`src/rtl/mem_arbiter.sv`:
```
// Single-port memory arbiter between the CPU and the program loader.
// The CPU has priority, a fairness counter forces loader slots, and a lock mode gives the loader exclusive use.
module mem_arbiter #(
  parameter int FAIR_LIMIT = 4
) (
  input  logic        i_clk,
  input  logic        i_rst_n,
  input  logic        i_cpu_req,
  input  logic        i_cpu_we,
  input  logic [15:0] i_cpu_adr,
  input  logic [15:0] i_cpu_wdata,
  output logic [15:0] o_cpu_rdata,
  output logic        o_cpu_hold,
  input  logic        i_ldr_req,
  input  logic        i_ldr_we,
  input  logic [15:0] i_ldr_adr,
  input  logic [15:0] i_ldr_wdata,
  input  logic        i_ldr_lock,
  output logic        o_ldr_ack,
  output logic [15:0] o_ldr_rdata,
  output logic [15:0] o_mem_adr,
  output logic [15:0] o_mem_wdata,
  output logic        o_mem_we,
  input  logic [15:0] i_mem_rdata,
  output logic [7:0]  o_status
);

  typedef enum logic [1:0] {
    S_IDLE = 2'b00,
    S_CPU  = 2'b01,
    S_LDR  = 2'b10
  } state_t;

  localparam logic [3:0] LIMIT = 4'(FAIR_LIMIT);

  state_t      r_state;
  state_t      w_state_nxt;
  logic [3:0]  r_fair_cnt;
  logic [15:0] r_ldr_rdata;
  logic        w_ldr_ack;
  logic        w_fair_hit;

  // The forced slot never repeats from LDR: the loader gets one access, then the CPU is reconsidered.
  assign w_fair_hit = i_ldr_req && (r_fair_cnt == LIMIT) && (r_state != S_LDR);
  assign w_ldr_ack  = (r_state == S_LDR) && i_ldr_req;

  always_ff @(posedge i_clk or negedge i_rst_n) begin
    if (!i_rst_n) r_state <= S_IDLE;
    else          r_state <= w_state_nxt;
  end

  always_comb begin
    w_state_nxt = S_IDLE;
    case (r_state)
      S_IDLE, S_CPU, S_LDR: begin
        if (i_ldr_lock)     w_state_nxt = i_ldr_req ? S_LDR : S_IDLE;
        else if (w_fair_hit) w_state_nxt = S_LDR;
        else if (i_cpu_req)  w_state_nxt = S_CPU;
        else if (i_ldr_req)  w_state_nxt = S_LDR;
        else                 w_state_nxt = S_IDLE;
      end
      default: w_state_nxt = S_IDLE;
    endcase
  end

  always_ff @(posedge i_clk or negedge i_rst_n) begin
    if (!i_rst_n)
      r_fair_cnt <= 4'h0;
    else if ((r_state == S_LDR) || !i_ldr_req)
      r_fair_cnt <= 4'h0;
    else if ((r_state == S_CPU) && i_cpu_req && (r_fair_cnt != LIMIT))
      r_fair_cnt <= r_fair_cnt + 4'h1;
  end

  always_ff @(posedge i_clk or negedge i_rst_n) begin
    if (!i_rst_n)                   r_ldr_rdata <= 16'h0000;
    else if (w_ldr_ack && !i_ldr_we) r_ldr_rdata <= i_mem_rdata;
  end

  always_comb begin
    o_mem_adr   = 16'h0000;
    o_mem_wdata = 16'h0000;
    o_mem_we    = 1'b0;
    case (r_state)
      S_CPU: begin
        o_mem_adr   = i_cpu_adr;
        o_mem_wdata = i_cpu_wdata;
        o_mem_we    = i_cpu_we & i_cpu_req;
      end
      S_LDR: begin
        o_mem_adr   = i_ldr_adr;
        o_mem_wdata = i_ldr_wdata;
        o_mem_we    = i_ldr_we & i_ldr_req;
      end
      default: ;
    endcase
  end

  assign o_cpu_rdata = i_mem_rdata;
  assign o_cpu_hold  = i_ldr_lock | (i_cpu_req & (r_state != S_CPU));
  assign o_ldr_ack   = w_ldr_ack;
  assign o_ldr_rdata = r_ldr_rdata;
  assign o_status    = {r_state, i_ldr_lock, o_cpu_hold, r_fair_cnt};

endmodule

```
`config.mk`:
```
export PLATFORM = sky130hd
export DESIGN_NAME = mem_arbiter
export DESIGN_NICKNAME = d
export VERILOG_FILES = /design/src/rtl/mem_arbiter.sv
export SDC_FILE = /design/constraint.sdc
export NUM_CORES = 1
export LEC_CHECK = 0
export CAP_MARGIN = 15
export CORE_ASPECT_RATIO = 1.1
export CORE_MARGIN = 2
export CORE_UTILIZATION = 32
export DETAILED_ROUTE_END_ITERATION = 8
export GPL_TIMING_DRIVEN = 0
export PLACE_DENSITY = 0.87
export SYNTH_ARGS = -nofsm -noshare
export SYNTH_HDL_FRONTEND = slang
export SYNTH_SLANG_ARGS = --single-unit
```
`constraint.sdc`:
```
create_clock -name i_clk -period 2.5 [get_ports i_clk]
set_clock_uncertainty 0.05 [all_clocks]
set_input_delay 0.5 -clock i_clk [delete_from_list [all_inputs] [get_ports i_clk]]
set_output_delay 0.5 -clock i_clk [all_outputs]
set_load 0.02 [all_outputs]
```
==> results of run 1 <==
==> kinds of logic after synthesis <==
family                   share of synthesized area
buffers and inverters                        0.148
multiplexers                                 0.136
adder cells (fa/ha/maj)                     0.0392
AO/OA/AOI/OAI                                0.202
AND/OR/NAND/NOR                              0.129
flip-flops                                   0.345
==> synthesized netlist by cell type (3+ instances only) <==
cell | number | area share
dfrtp_1 | 22 | 0.34
nand3_1 | 3 | 0.0094
buf_4 | 20 | 0.094
nor2_1 | 34 | 0.080
a22oi_1 | 33 | 0.16
inv_1 | 6 | 0.014
ha_1 | 5 | 0.039
mux2_4 | 10 | 0.094
mux2_2 | 6 | 0.042
clkbuf_1 | 9 | 0.021
a21boi_0 | 3 | 0.014
o21ai_0 | 4 | 0.013
==> per-layer routing <==
metal,up-vias,share of wire
met5,-,0
met4,0,0.027
met3,14,0.077
met2,95,0.53
met1,870,0.37
li1,919,-
==> final cells by class <==
cell class                 count  area, um2  share of cell area
clock buffer                   4       55.1              0.0164
timing repair buffer         162       1590               0.472
inverter                       6       22.5             0.00669
buffer                        31        229              0.0681
multi-input combinational    111        851               0.253
sequential                    22        551               0.164
tap                           56       70.1              0.0208
==> what timing repair did <==
item,in CTS,in global routing
endpoints found under the setup margin,33,34
endpoints found under the hold margin,0,0
resized for setup,42,22
setup buffers,0,1
pin swaps,1,0
==> layout by cell type (no fill, tap or decap), drive strengths merged <==
cell type	count
a2111oi	1
a21boi	3
a22oi	33
a31oi	1
and2	2
and3	1
and3b	1
buf	28
clkbuf	8
clkdlybuf4s15	3
clkdlybuf4s50	126
dfrtp	22
dlygate4sd2	30
dlymetal6s2s	2
ha	5
inv	6
mux2	16
nand2	1
nand2b	1
nand3	3
nand3b	1
nor2	34
nor2b	1
o21ai	4
o21bai	1
o311a	1
or4	1
==> path summary, 6_finish.rpt <==
check / start / to
max: r_state[0] / o_mem_adr[10]
min: o_ldr_rdata[2] / o_ldr_rdata[2]
max reg2reg: r_state[0] / o_ldr_rdata[13]
min reg2reg: o_ldr_rdata[2] / o_ldr_rdata[2]
max in group asynchronous: i_rst_n / o_ldr_rdata[6]
min in group asynchronous: i_rst_n / o_ldr_rdata[12]
==> sequential cells by signal, indices dropped and copies added (netlist names) <==
register	cells
o_ldr_rdata	16
r_fair_cnt	4
r_state	2
==> power groups by stage <==
stage               Combinational [mW]  Sequential, mW  Clock, mW
finish                           0.763           0.460      0.246
detailed placement               0.770           0.467          0
global placement                 0.760           0.463          0
CTS                              0.754           0.460      0.253
global route                     0.810           0.468      0.275
floorplan                        0.266           0.553          0
==> critical path, delay by kind of cell (launching register included) <==
family          cells  cell delay (ns)
flops               1             0.40
buf+inv             4             0.73
compound gates      1             0.21
simple gates        1             0.06
fa+ha+maj           1             0.19
==> metrics.cfg, run 1 <==
[cts]
clockBufferDepth = 2
clockRootBuffer = clkbuf_8
cts_tree = built
cts_buffers = 3
worst_skew_pair.late_latency_ns = 0.26
h-tree-depth = 1
clk_pin_slew_ns = 0.07
numClockSinks = 22
ctsHoldBuffers = 0

[place]
placed_area_um2 = 3280
hpwl_mm = 4.85
placedCellCount = 388
port_buffers = 161
dp_slack_ns = -0.134
gp_congestion = 0.743

[route]
vias = 1898
wl_mm = 5.82
dr.pass1.iters = 4
drcViolationCount = 0
ant_nets = 0
wl_per_cell_um = 14.9
vias_per_cell = 4.84
drt_iter0_drc = 95

[sta]
slew_violations = 0
fmax_mhz = 415
fin_crit_sh = 0.963
tns_ns = 0
worst_pin_slew_ns = 0.962
hold_viol_final = 0
relSlewSlack = 0.357
setup_violations = 0
holdWs_ns = 0.457
fin_crit_ns = 2.41
rsz0062_at_grt = yes
final.setup.worst_slack_ns = 0.0925

[setup_path]
slowest_stage = dfrtp_1
crit_required_ns = 1.95
worstSetupPathType = flip-flop to primary output
worstPathArrival_ns = 1.86
start_kind = flip-flop
critical_path.max_stage_delay_ns = 0.40
cp-end-kind = primary output
worstPathCellList = inv_1 > ha_1 > buf_4 > buf_2 > a22oi_1 > nor2_1 > dlygate4sd2_1
reg2reg_slack_ns = 0.72
path_max_fanout = 10
rr_worst_depth = 8

[final_layout]
layout-drive-gt1-share = 0.182
nets = 429
design_area_um2 = 3360
fill_cells = 366
finalNonFillerCells = 392
n_antenna_cell = 0
area_growth_syn_to_layout_pct = 111
utilization = 0.713

[min_path]
hold_path_class = flip-flop to flip-flop
hold_depth = 1

[run]
maxCapViolations = 0

[power_and_ir_drop]
internal-power_mw = 0.998
ir_drop_uv = 235
seqPwrFrac = 0.313
power_leakage_nw = 1.56
combPwrFrac = 0.519
clkPwrFrac = 0.168
power_mw = 1.47
power_density_nw_per_um2 = 437
p_switching_mw = 0.472
swShare = 0.321

[synth]
synth-seq-cells = 22
syn_inst = 171
ys.flop_type = dfrtp_1
syn_avg_cell_area_um2 = 9.34
netlist_area_um2 = 1600
synth-seq-area-share = 0.345
synth.distinct_cells = 28
synth_edf_count = 0
synth_fp_nets = 263
ys_warn_count = 0
synthArstFlopShare = 1.00

[floorplanning]
io_pins = 162
placementRows = 26
dieArea_um2 = 5570
start_util = 0.338
die_h_um = 78.1
core-area_um2 = 4720
die_w_um = 71.3

[global_routing]
grt_first_pass_wirelength_mm = 9.02
grt_antenna_before_repair = 0
grt_pass1_vias = 1928
use_met1 = 0.231
met3_usage = 0.0398
grt_overflow = 0
busiest_layer = met2
grt_use_total = 0.199
use_met2 = 0.357
grt_max_degree = 23

[outcome]
status = finished clean

(Power assumes the default switching activity.)
==> run 2, diff against run 1 <==
--- a/config.mk
+++ b/config.mk
@@ -5,13 +5,14 @@
 export SDC_FILE = /design/constraint.sdc
 export NUM_CORES = 1
 export LEC_CHECK = 0
-export CAP_MARGIN = 15
 export CORE_ASPECT_RATIO = 1.1
 export CORE_MARGIN = 2
 export CORE_UTILIZATION = 32
+export CTS_BUF_LIST = sky130_fd_sc_hd__clkbuf_16
 export DETAILED_ROUTE_END_ITERATION = 8
 export GPL_TIMING_DRIVEN = 0
 export PLACE_DENSITY = 0.87
 export SYNTH_ARGS = -nofsm -noshare
 export SYNTH_HDL_FRONTEND = slang
 export SYNTH_SLANG_ARGS = --single-unit
+export TNS_END_PERCENT = 100
==> run 2 against run 1 <==
Global-route usage fell by 0.43 points. First-iteration DRC count fell by 7.4%. Cell area fell by 0.37%. Sequential share of layout area rose by 0.061 points. Sequential cell count did not move. Core utilization fell by 0.27 points. Critical path type unchanged. Largest cell class unchanged.
==> metrics.cfg, run 2 (same netlist as run 1, synthesis figures left out) <==
[outcome]
status = finished clean

[place]
placed_area_um2 = 3280  ; unchanged
port_buffers = 161  ; unchanged
placedCellCount = 388  ; unchanged
gp_congestion = 0.743  ; unchanged
dp_slack_ns = -0.134  ; unchanged
hpwl_mm = 4.85  ; unchanged

[global_routing]
grt_use_total = 0.195  ; -0.00428
grt_overflow = 0  ; unchanged
grt_max_degree = 23  ; unchanged
grt_first_pass_wirelength_mm = 8.95  ; -0.77%
grt_antenna_before_repair = 0  ; unchanged
grt_pass1_vias = 1920  ; -0.41%

[setup_path]
r2r-end = o_ldr_rdata[13]
worstSetupPathType = flip-flop to primary output
reg2reg_slack_ns = 0.72  ; about the same
path_max_fanout = 10  ; unchanged
critPathCapture = o_mem_adr[0]
cp-end-kind = primary output
r2r-start = r_state[0]
startpoint = r_state[0]
worstPathArrival_ns = 1.83  ; -0.03 ns
crit_required_ns = 1.95  ; about the same
start_kind = flip-flop
rr_worst_depth = 8  ; unchanged

[min_path]
hold_path_class = flip-flop to flip-flop
hold_depth = 1  ; unchanged

[cts]
numClockSinks = 22  ; unchanged
clk_pin_slew_ns = 0.05  ; -0.02 ns
cts_tree = built
ctsHoldBuffers = 0  ; unchanged
cts_buffers = 3  ; unchanged
post_cts_buffers = 0  ; unchanged
worst_skew_pair.late_latency_ns = 0.25  ; about the same
clockRootBuffer = clkbuf_16
h-tree-depth = 1  ; unchanged
clockBufferDepth = 2  ; unchanged

[sta]
worst_pin_slew_ns = 0.957  ; -0.00460 ns
fmax_mhz = 420  ; +1.1%
holdWs_ns = 0.453  ; -0.00398 ns
tns_ns = 0  ; unchanged
fin_crit_sh = 0.952  ; -0.0107
relSlewSlack = 0.360  ; +0.00307
fin_crit_ns = 2.38  ; -0.0266 ns
setup_violations = 0  ; unchanged
slew_violations = 0  ; unchanged
rsz0062_at_grt = yes
hold_viol_final = 0  ; unchanged
final.setup.worst_slack_ns = 0.119  ; +0.0266 ns

[floorplanning]
dieArea_um2 = 5570  ; unchanged
io_pins = 162  ; unchanged
die_w_um = 71.3  ; unchanged
placementRows = 26  ; unchanged
die_h_um = 78.1  ; unchanged
start_util = 0.338  ; unchanged
core-area_um2 = 4720  ; unchanged

[final_layout]
area_growth_syn_to_layout_pct = 110
finalNonFillerCells = 392  ; unchanged
layout-drive-gt1-share = 0.167  ; -0.0149
design_area_um2 = 3350  ; -0.37%
layout_common_cells = clkdlybuf4s50_1 (126), nor2_1 (34), dlygate4sd2_1 (32)
utilization = 0.711  ; -0.00265
layout_commonest_cell = clkdlybuf4s50_1
nets = 429  ; unchanged
largest_register_ffs = 16  ; unchanged
n_antenna_cell = 0  ; unchanged
fill_cells = 368  ; +0.55%

[route]
vias_per_cell = 4.80  ; -0.79%
dr.pass1.iters = 4  ; unchanged
wl_mm = 5.67  ; -2.6%
vias = 1883  ; -0.79%
ant_nets = 0  ; unchanged
drcViolationCount = 0  ; unchanged
drt_iter0_drc = 88  ; -7.4%
wl_per_cell_um = 14.5  ; -2.6%

[power_and_ir_drop]
power_mw = 1.54  ; +4.7%
power_density_nw_per_um2 = 459  ; +5.1%
power_leakage_nw = 1.57  ; +0.59%
ir_drop_uv = 383  ; +63%

[run]
maxCapViolations = 0  ; unchanged

run 2: cell count changes in the layout (fill, tap and decap cells not counted), sizes merged:
| cell | before | now |
|---|---|---|
| buf | 28 | 27 |
| clkbuf | 8 | 9 |
| clkdlybuf4s15 | 3 | 0 |
| clkinv | 0 | 1 |
| dlygate4sd2 | 30 | 32 |
run 2: worst max-delay path, cell delays in order (launching register included):
cell,delay (ns)
dfrtp_1,0.40
inv_1,0.06
ha_1,0.19
buf_4,0.16
clkbuf_2,0.19
a22oi_1,0.21
nor2_1,0.05
dlygate4sd2_1,0.32
run 2: metal layers:
metal | up-vias | part of all wire | routed length [um] | global-route usage
li1 | 918 | - | - | -
met1 | 859 | 0.37 | 2120 | 0.230
met2 | 94 | 0.52 | 2960 | 0.354
met3 | 12 | 0.080 | 456 | 0.0385
met4 | 0 | 0.024 | 136 | 0.0566
met5 | - | 0 | 0 | 0
run 2: how the worst min path moves through the flow:
stage                    startpoint               to  slack (ns)
finish               o_ldr_rdata[2]   o_ldr_rdata[2]        0.45
global route         o_ldr_rdata[4]   o_ldr_rdata[4]        0.46
CTS                  o_ldr_rdata[4]   o_ldr_rdata[4]        0.46
detailed placement  o_ldr_rdata[15]  o_ldr_rdata[15]        0.44
global placement     o_ldr_rdata[1]   o_ldr_rdata[1]        0.44
floorplan                   i_rst_n   o_ldr_rdata[0]        0.15
run 2: what timing repair did:
action                     in CTS  in global routing
hold endpoints to repair        0                  0
pin swaps                       1                  0
gates resized for setup        42                 13
setup endpoints to repair      33                 25
run 2: area by class of cell:
cell class	instances	area, um2	area share
clock inverters	1	3.75	0.00112
flip-flops and latches	22	551	0.164
plain buffers	32	228	0.0679
multi-input cells	111	831	0.248
inverters	6	22.5	0.00672
well taps	56	70.1	0.0209
repair buffers	161	1570	0.469
clock buffers	3	75.1	0.0224
run 2: power by group:
part           switching, mW  total [mW]  leakage, nW  internal, mW
Clock                  0.113       0.325       0.0385         0.213
Combinational          0.325       0.752         1.26         0.427
Sequential            0.0358       0.461        0.273         0.425
==> run 3, diff against run 2 <==
--- a/config.mk
+++ b/config.mk
@@ -12,6 +12,7 @@
 export DETAILED_ROUTE_END_ITERATION = 8
 export GPL_TIMING_DRIVEN = 0
 export PLACE_DENSITY = 0.87
+export SLEW_MARGIN = 0
 export SYNTH_ARGS = -nofsm -noshare
 export SYNTH_HDL_FRONTEND = slang
 export SYNTH_SLANG_ARGS = --single-unit
==> results of run 3 <==
The final DEF is identical to that of run 2; final timing and power are the same.
